===== src/rtl/fsm_256to64_if.sv =====
// Word-in / beat-out handshake bundle for the 256-to-64 serializer.
interface fsm_256to64_if;
    localparam int unsigned WORD_W = 256;
    localparam int unsigned BEAT_W = 64;

    logic              we_in;
    logic [WORD_W-1:0] din;
    logic              in_ready;
    logic              dout_valid;
    logic [BEAT_W-1:0] dout;
    logic              dout_last;
    logic              dout_ready;
    logic              busy;

    modport slave (
        input  we_in, din, dout_ready,
        output in_ready, dout_valid, dout, dout_last, busy
    );

    modport master (
        output we_in, din, dout_ready,
        input  in_ready, dout_valid, dout, dout_last, busy
    );
endinterface


===== src/rtl/fsm_256to64.sv =====
// Serializes 256-bit words into four 64-bit beats, MS beat first, with a
// one-word pending buffer so consecutive words stream without idle beats.
module fsm_256to64 (
    input  logic           clk,
    input  logic           rst,
    fsm_256to64_if.slave   bus
);
    localparam int unsigned WORD_W = 256;
    localparam int unsigned BEAT_W = 64;
    localparam int unsigned CNT_W  = 2;

    // Encoding keeps cur_v in bit 0 and pend_v in bit 1; 2'b10 is illegal.
    typedef enum logic [1:0] {
        EMPTY  = 2'b00,
        ACTIVE = 2'b01,
        FULL   = 2'b11
    } state_t;

    state_t              state;
    logic [WORD_W-1:0]   cur;
    logic [WORD_W-1:0]   pend;
    logic [CNT_W-1:0]    beat;
    logic [BEAT_W-1:0]   dout_q;

    logic cur_v;
    logic pend_v;
    logic accept;
    logic xfer;
    logic word_done;

    // Beat b of a word lives in lane (3 - b), i.e. the bitwise inverse of b.
    function automatic logic [BEAT_W-1:0] lane_of(input logic [WORD_W-1:0] w,
                                                   input logic [CNT_W-1:0]  b);
        logic [CNT_W-1:0] idx;
        idx = ~b;
        return w[{idx, 6'd0} +: BEAT_W];
    endfunction

    assign cur_v     = (state == ACTIVE) || (state == FULL);
    assign pend_v    = (state == FULL);
    assign accept    = bus.we_in & ~pend_v;
    assign xfer      = cur_v & bus.dout_ready;
    assign word_done = xfer & (beat == CNT_W'(3));

    assign bus.in_ready   = ~pend_v;
    assign bus.dout_valid = cur_v;
    assign bus.dout       = dout_q;
    assign bus.dout_last  = cur_v & (beat == CNT_W'(3));
    assign bus.busy       = cur_v | pend_v;

    // dout_q always mirrors lane_of(cur, beat) while a word is active.
    always_ff @(posedge clk) begin
        if (rst) begin
            state  <= EMPTY;
            cur    <= '0;
            pend   <= '0;
            beat   <= '0;
            dout_q <= '0;
        end else begin
            unique case (state)
                EMPTY: begin
                    if (accept) begin
                        cur    <= bus.din;
                        beat   <= '0;
                        dout_q <= lane_of(bus.din, '0);
                        state  <= ACTIVE;
                    end
                end
                ACTIVE: begin
                    if (word_done) begin
                        beat <= '0;
                        if (accept) begin
                            cur    <= bus.din;
                            dout_q <= lane_of(bus.din, '0);
                        end else begin
                            state <= EMPTY;
                        end
                    end else begin
                        if (xfer) begin
                            beat   <= beat + CNT_W'(1);
                            dout_q <= lane_of(cur, beat + CNT_W'(1));
                        end
                        if (accept) begin
                            pend  <= bus.din;
                            state <= FULL;
                        end
                    end
                end
                FULL: begin
                    // in_ready is low here, so no new word can arrive this cycle.
                    if (word_done) begin
                        cur    <= pend;
                        beat   <= '0;
                        dout_q <= lane_of(pend, '0);
                        state  <= ACTIVE;
                    end else if (xfer) begin
                        beat   <= beat + CNT_W'(1);
                        dout_q <= lane_of(cur, beat + CNT_W'(1));
                    end
                end
                default: begin
                    state <= EMPTY;
                    beat  <= '0;
                end
            endcase
        end
    end

    a_stall_stable: assert property (@(posedge clk) disable iff (rst)
        (bus.dout_valid && !bus.dout_ready) |=> (bus.dout_valid && $stable(bus.dout)))
        else $error("dout changed during stall");

    a_legal_state: assert property (@(posedge clk) disable iff (rst)
        (state == EMPTY) || (state == ACTIVE) || (state == FULL))
        else $error("pending word held without current word");

endmodule


===== src/flat_wrapper.sv =====
// flat-port wrapper written by rule: the top's interface ports become plain ports
module fsm_256to64_flat 
  (clk, rst, bus_we_in, bus_din, bus_dout_ready, bus_in_ready, bus_dout_valid, bus_dout, bus_dout_last, bus_busy);
  fsm_256to64_if bus_i ();
  input  logic clk;
  input  logic rst;
  input wire logic [$bits(bus_i.we_in)-1:0] bus_we_in;
  input wire logic [$bits(bus_i.din)-1:0] bus_din;
  input wire logic [$bits(bus_i.dout_ready)-1:0] bus_dout_ready;
  output wire logic [$bits(bus_i.in_ready)-1:0] bus_in_ready;
  output wire logic [$bits(bus_i.dout_valid)-1:0] bus_dout_valid;
  output wire logic [$bits(bus_i.dout)-1:0] bus_dout;
  output wire logic [$bits(bus_i.dout_last)-1:0] bus_dout_last;
  output wire logic [$bits(bus_i.busy)-1:0] bus_busy;
  assign bus_i.we_in = bus_we_in;
  assign bus_i.din = bus_din;
  assign bus_i.dout_ready = bus_dout_ready;
  assign bus_in_ready = bus_i.in_ready;
  assign bus_dout_valid = bus_i.dout_valid;
  assign bus_dout = bus_i.dout;
  assign bus_dout_last = bus_i.dout_last;
  assign bus_busy = bus_i.busy;
  fsm_256to64 u_core (.clk(clk), .rst(rst), .bus(bus_i));
endmodule

===== config.mk =====
export PLATFORM = sky130hd
export DESIGN_NAME = fsm_256to64_flat
export DESIGN_NICKNAME = d
export VERILOG_FILES = /design/src/rtl/fsm_256to64_if.sv /design/src/rtl/fsm_256to64.sv /design/src/flat_wrapper.sv
export SDC_FILE = /design/constraint.sdc
export NUM_CORES = 2
export LEC_CHECK = 0
export ABC_AREA = 1
export BUFFER_PORTS_ARGS = -buffer_cell sky130_fd_sc_hd__buf_2
export CAP_MARGIN = 10
export CORE_ASPECT_RATIO = 0.8
export CORE_MARGIN = 5
export CORE_UTILIZATION = 50
export DETAILED_ROUTE_END_ITERATION = 10
export PLACE_DENSITY = 0.7
export REMOVE_ABC_BUFFERS = 1
export SETUP_SLACK_MARGIN = 0.1
export SYNTH_ARGS = -nofsm -noshare
export SYNTH_HDL_FRONTEND = slang
export SYNTH_SLANG_ARGS = --single-unit

===== constraint.sdc =====
create_clock -name clk -period 4.86 [get_ports clk]
set_input_delay 0.486 -clock clk [delete_from_list [all_inputs] [get_ports clk]]
set_output_delay 0.486 -clock clk [all_outputs]
set_load 0.005 [all_outputs]

==> results by group <==
Run status
  – Status: finished clean

Clock tree
  – Clock transition at the registers of the reported paths: 70 ps
  – H-tree depth: 2
  – Post-CTS Setup Bufs: 0
  – CTS tree: yes
  – Max clock buf depth: 3
  – Resize count post-CTS: 0
  – TritonCTS Buffers: 60
  – CTS sink count: 580
  – Worst skew pair latency: 620 ps
  – Root Driver: clkbuf_16
  – Hold buffer count at cts: 0

STA
  – Final Hold Fails: 0
  – Worst Slack Setup Final: 1468 ps
  – FMAX: 0.2948 GHz
  – RSZ-0062 raised after global routing: no
  – Minimum clock period: 3392 ps
  – Final setup fails: 0
  – Slew Viols, Final: 0
  – Tightest Pin Transition: 1365 ps
  – Tcrit/Tclk final: 0.6979
  – Total Negative Setup Slacks: 0 ps
  – Clock Skews: 16.60 ps
  – Worst rel slew slack: 0.08977

Synthesis
  – Synth area leaders: dfxtp_1 (42%), nand2_1 (17%), o21ai_0 (9.5%)
  – Most used standard cell by instance count after synthesis: nand2_1
  – Async SR Flop Fraction: 0
  – Number of enable flip-flop cells after synthesis: 0
  – Post-synth top cells: nand2_1 (1246), dfxtp_1 (580), o21ai_0 (528), nor2_1 (434), inv_1 (278)
  – Cell taking the most area after synthesis: dfxtp_1
  – Count of cell types in the netlist: 25
  – Ys flop type: dfxtp_1
  – Syn Area/Cell: 6.528 um2
  – Synthesized netlist cell count: 4266
  – Post-synthesis sequential area ratio: 0.4170
  – Yosys reg bits: 580
  – Post-Syn Area: 27850 um2
  – Yosys Warn Count: 0
  – Post-synth top area share: 0.4170

Worst setup path
  – Crit path capture type: output pin
  – R2R setup slack: 1540 ps
  – Crit path launch type: register
  – Critical-path top delay cell: buf_12
  – Worst Path Buf+Inv: 3
  – Worst path max stage delay: 630 ps
  – WP data required: 4370 ps
  – Crit Path Category: reg2out
  – Critical-path cell list: ha_4 -> buf_12 -> nor2_4 -> buf_4 -> nor2_1 -> buf_2
  – Crit path max-delay family: buffers and inverters
  – Critical Path AT: 2910 ps
  – Worst Path Max Fanout: 179

GRT
  – Antenna violations before repair: 1
  – First-pass GRT wire length: 138.4 mm
  – Total track usage: 0.2734
  – Largest net degree at the start of global routing: 217
  – GRT Residual Overflow: 0
  – Vias in the first global route: 25710

Layout
  – Area growth from synthesis to layout: 13.30%
  – Final Cell Area: 31550 um2
  – Post-Layout Cell Count: 5144
  – # nets final: 4609
  – Layout cell share with drive strength beyond 1: 0.1127
  – ANT cells: 0

Routing
  – Vias: 28170
  – Max Used Layer: met5
  – DR WL/cell: 16.96 um
  – Wl on met1: 39.45 mm
  – Final antenna-violating net count: 0
  – WL met3: 7.428 mm
  – Post-Route WL: 87.26 mm
  – DR WL met2: 38.00 mm
  – Vias/cell: 5.476
  – DR pass1 iterations: 6
  – 1st-iter DRT viols: 2636
  – Residual DRC count: 0

Power
  – Pwr dens: 582.3 nW/um2
  – Maximum VDD drop: 418.7 uV
  – Tot Pwr: 18.37 mW
  – Lkg Pwr: 14.43 nW

Run
  – Max-cap violations: 0

Floorplan
  – Io pins: 328
  – Site Rows: 77
  – Die area: 60540 um2
  – Chip width: 273.9 um
  – Core area: 55200 um2
  – Die height: 221.1 um
  – Initial cell density of the core: 0.5044

Placement
  – Gp weighted congestion: 0.8118
  – IO Port Bufs: 327
  – Placed insts: 5032
  – Placement Cell Area: 29480 um2
  – HPWL after DPL: 48.08 mm
  – Worst slack at placement: 1537 ps

Min path
  – Hold/Removal Path Class: in2reg
==> registers in the layout (all words and copies together) (netlist names) <==
register         cells
u_core.cur         256
u_core.pend        256
u_core.bus.dout     64
u_core.beat          2
u_core.state         2
==> per-layer routing <==
metal  GRT usage  vias to the layer above
met3     0.04927                      160
li1            -                    14120
met1      0.3857                    12790
met4     0.07809                        2
met5           0                        -
met2      0.4315                     1101
==> cell usage in the layout (no fill, tap or decap), drive strengths merged <==
cell type / count
clkbuf: 89
nand3: 251
nor3: 6
bufinv: 4
nor2: 436
a31oi: 252
o22ai: 1
a21oi: 156
buf: 368
clkinv: 16
inv: 285
ha: 5
dfxtp: 580
o21ai: 643
o21bai: 30
nand2: 1250
o211ai: 20
clkinvlp: 2
==> metrics by stage <==
| step | utilization | hold WS (ps) |
|---|---|---|
| final | 0.5715 | 93.31 |
| after global routing | 0.5715 | 83.20 |
| after CTS | 0.5715 | 59.08 |
| after detailed placement | 0.5340 | 457.5 |
| after global placement | 0.5340 | 455.2 |
| after floorplan | - | 431.3 |
==> final timing paths <==
kind	depth (start not counted)	startpoint	endpoint
hold / removal	3	bus_din[45]	u_core.pend[45]
setup reg to reg	9	u_core.state[0]	u_core.cur[215]
hold reg to reg	2	u_core.pend[121]	u_core.cur[121]
setup / recovery	6	u_core.state[0]	bus_dout_last
==> final cells by class <==
class / count / area [um2]
flip-flops and latches: 580 / 11610
fillers: 5452 / 23650
multi-input cells: 3050 / 13740
inverters: 284 / 1105
clock inverters: 23 / 231.5
well taps: 750 / 938.4
clock buffers: 89 / 1843
repair buffers: 368 / 2082
==> cell families (layout without fill, tap and decap cells) <==
family | after synthesis | in the layout | synth area share
buffers and inverters | 636 | 764 | 0.09269
AND/OR/NAND/NOR | 1943 | 1943 | 0.2742
AO/OA/AOI/OAI | 1102 | 1102 | 0.2139
flip-flops | 580 | 580 | 0.4170
adder cells (fa/ha/maj) | 5 | 5 | 0.002247
==> power by group <==
group          switching, mW  total, mW  internal (mW)
combinational           4.50       6.63           2.12
clock                   2.01       4.83           2.83
sequential             0.772       6.91           6.14
total                   7.28       18.4           11.1
==> tightest hold or removal path, cell delays in order <==
cell	delay [ps]
buf_2	90
nor2_1	40
nor2_1	80
Power figures use the tool's default switching activity.
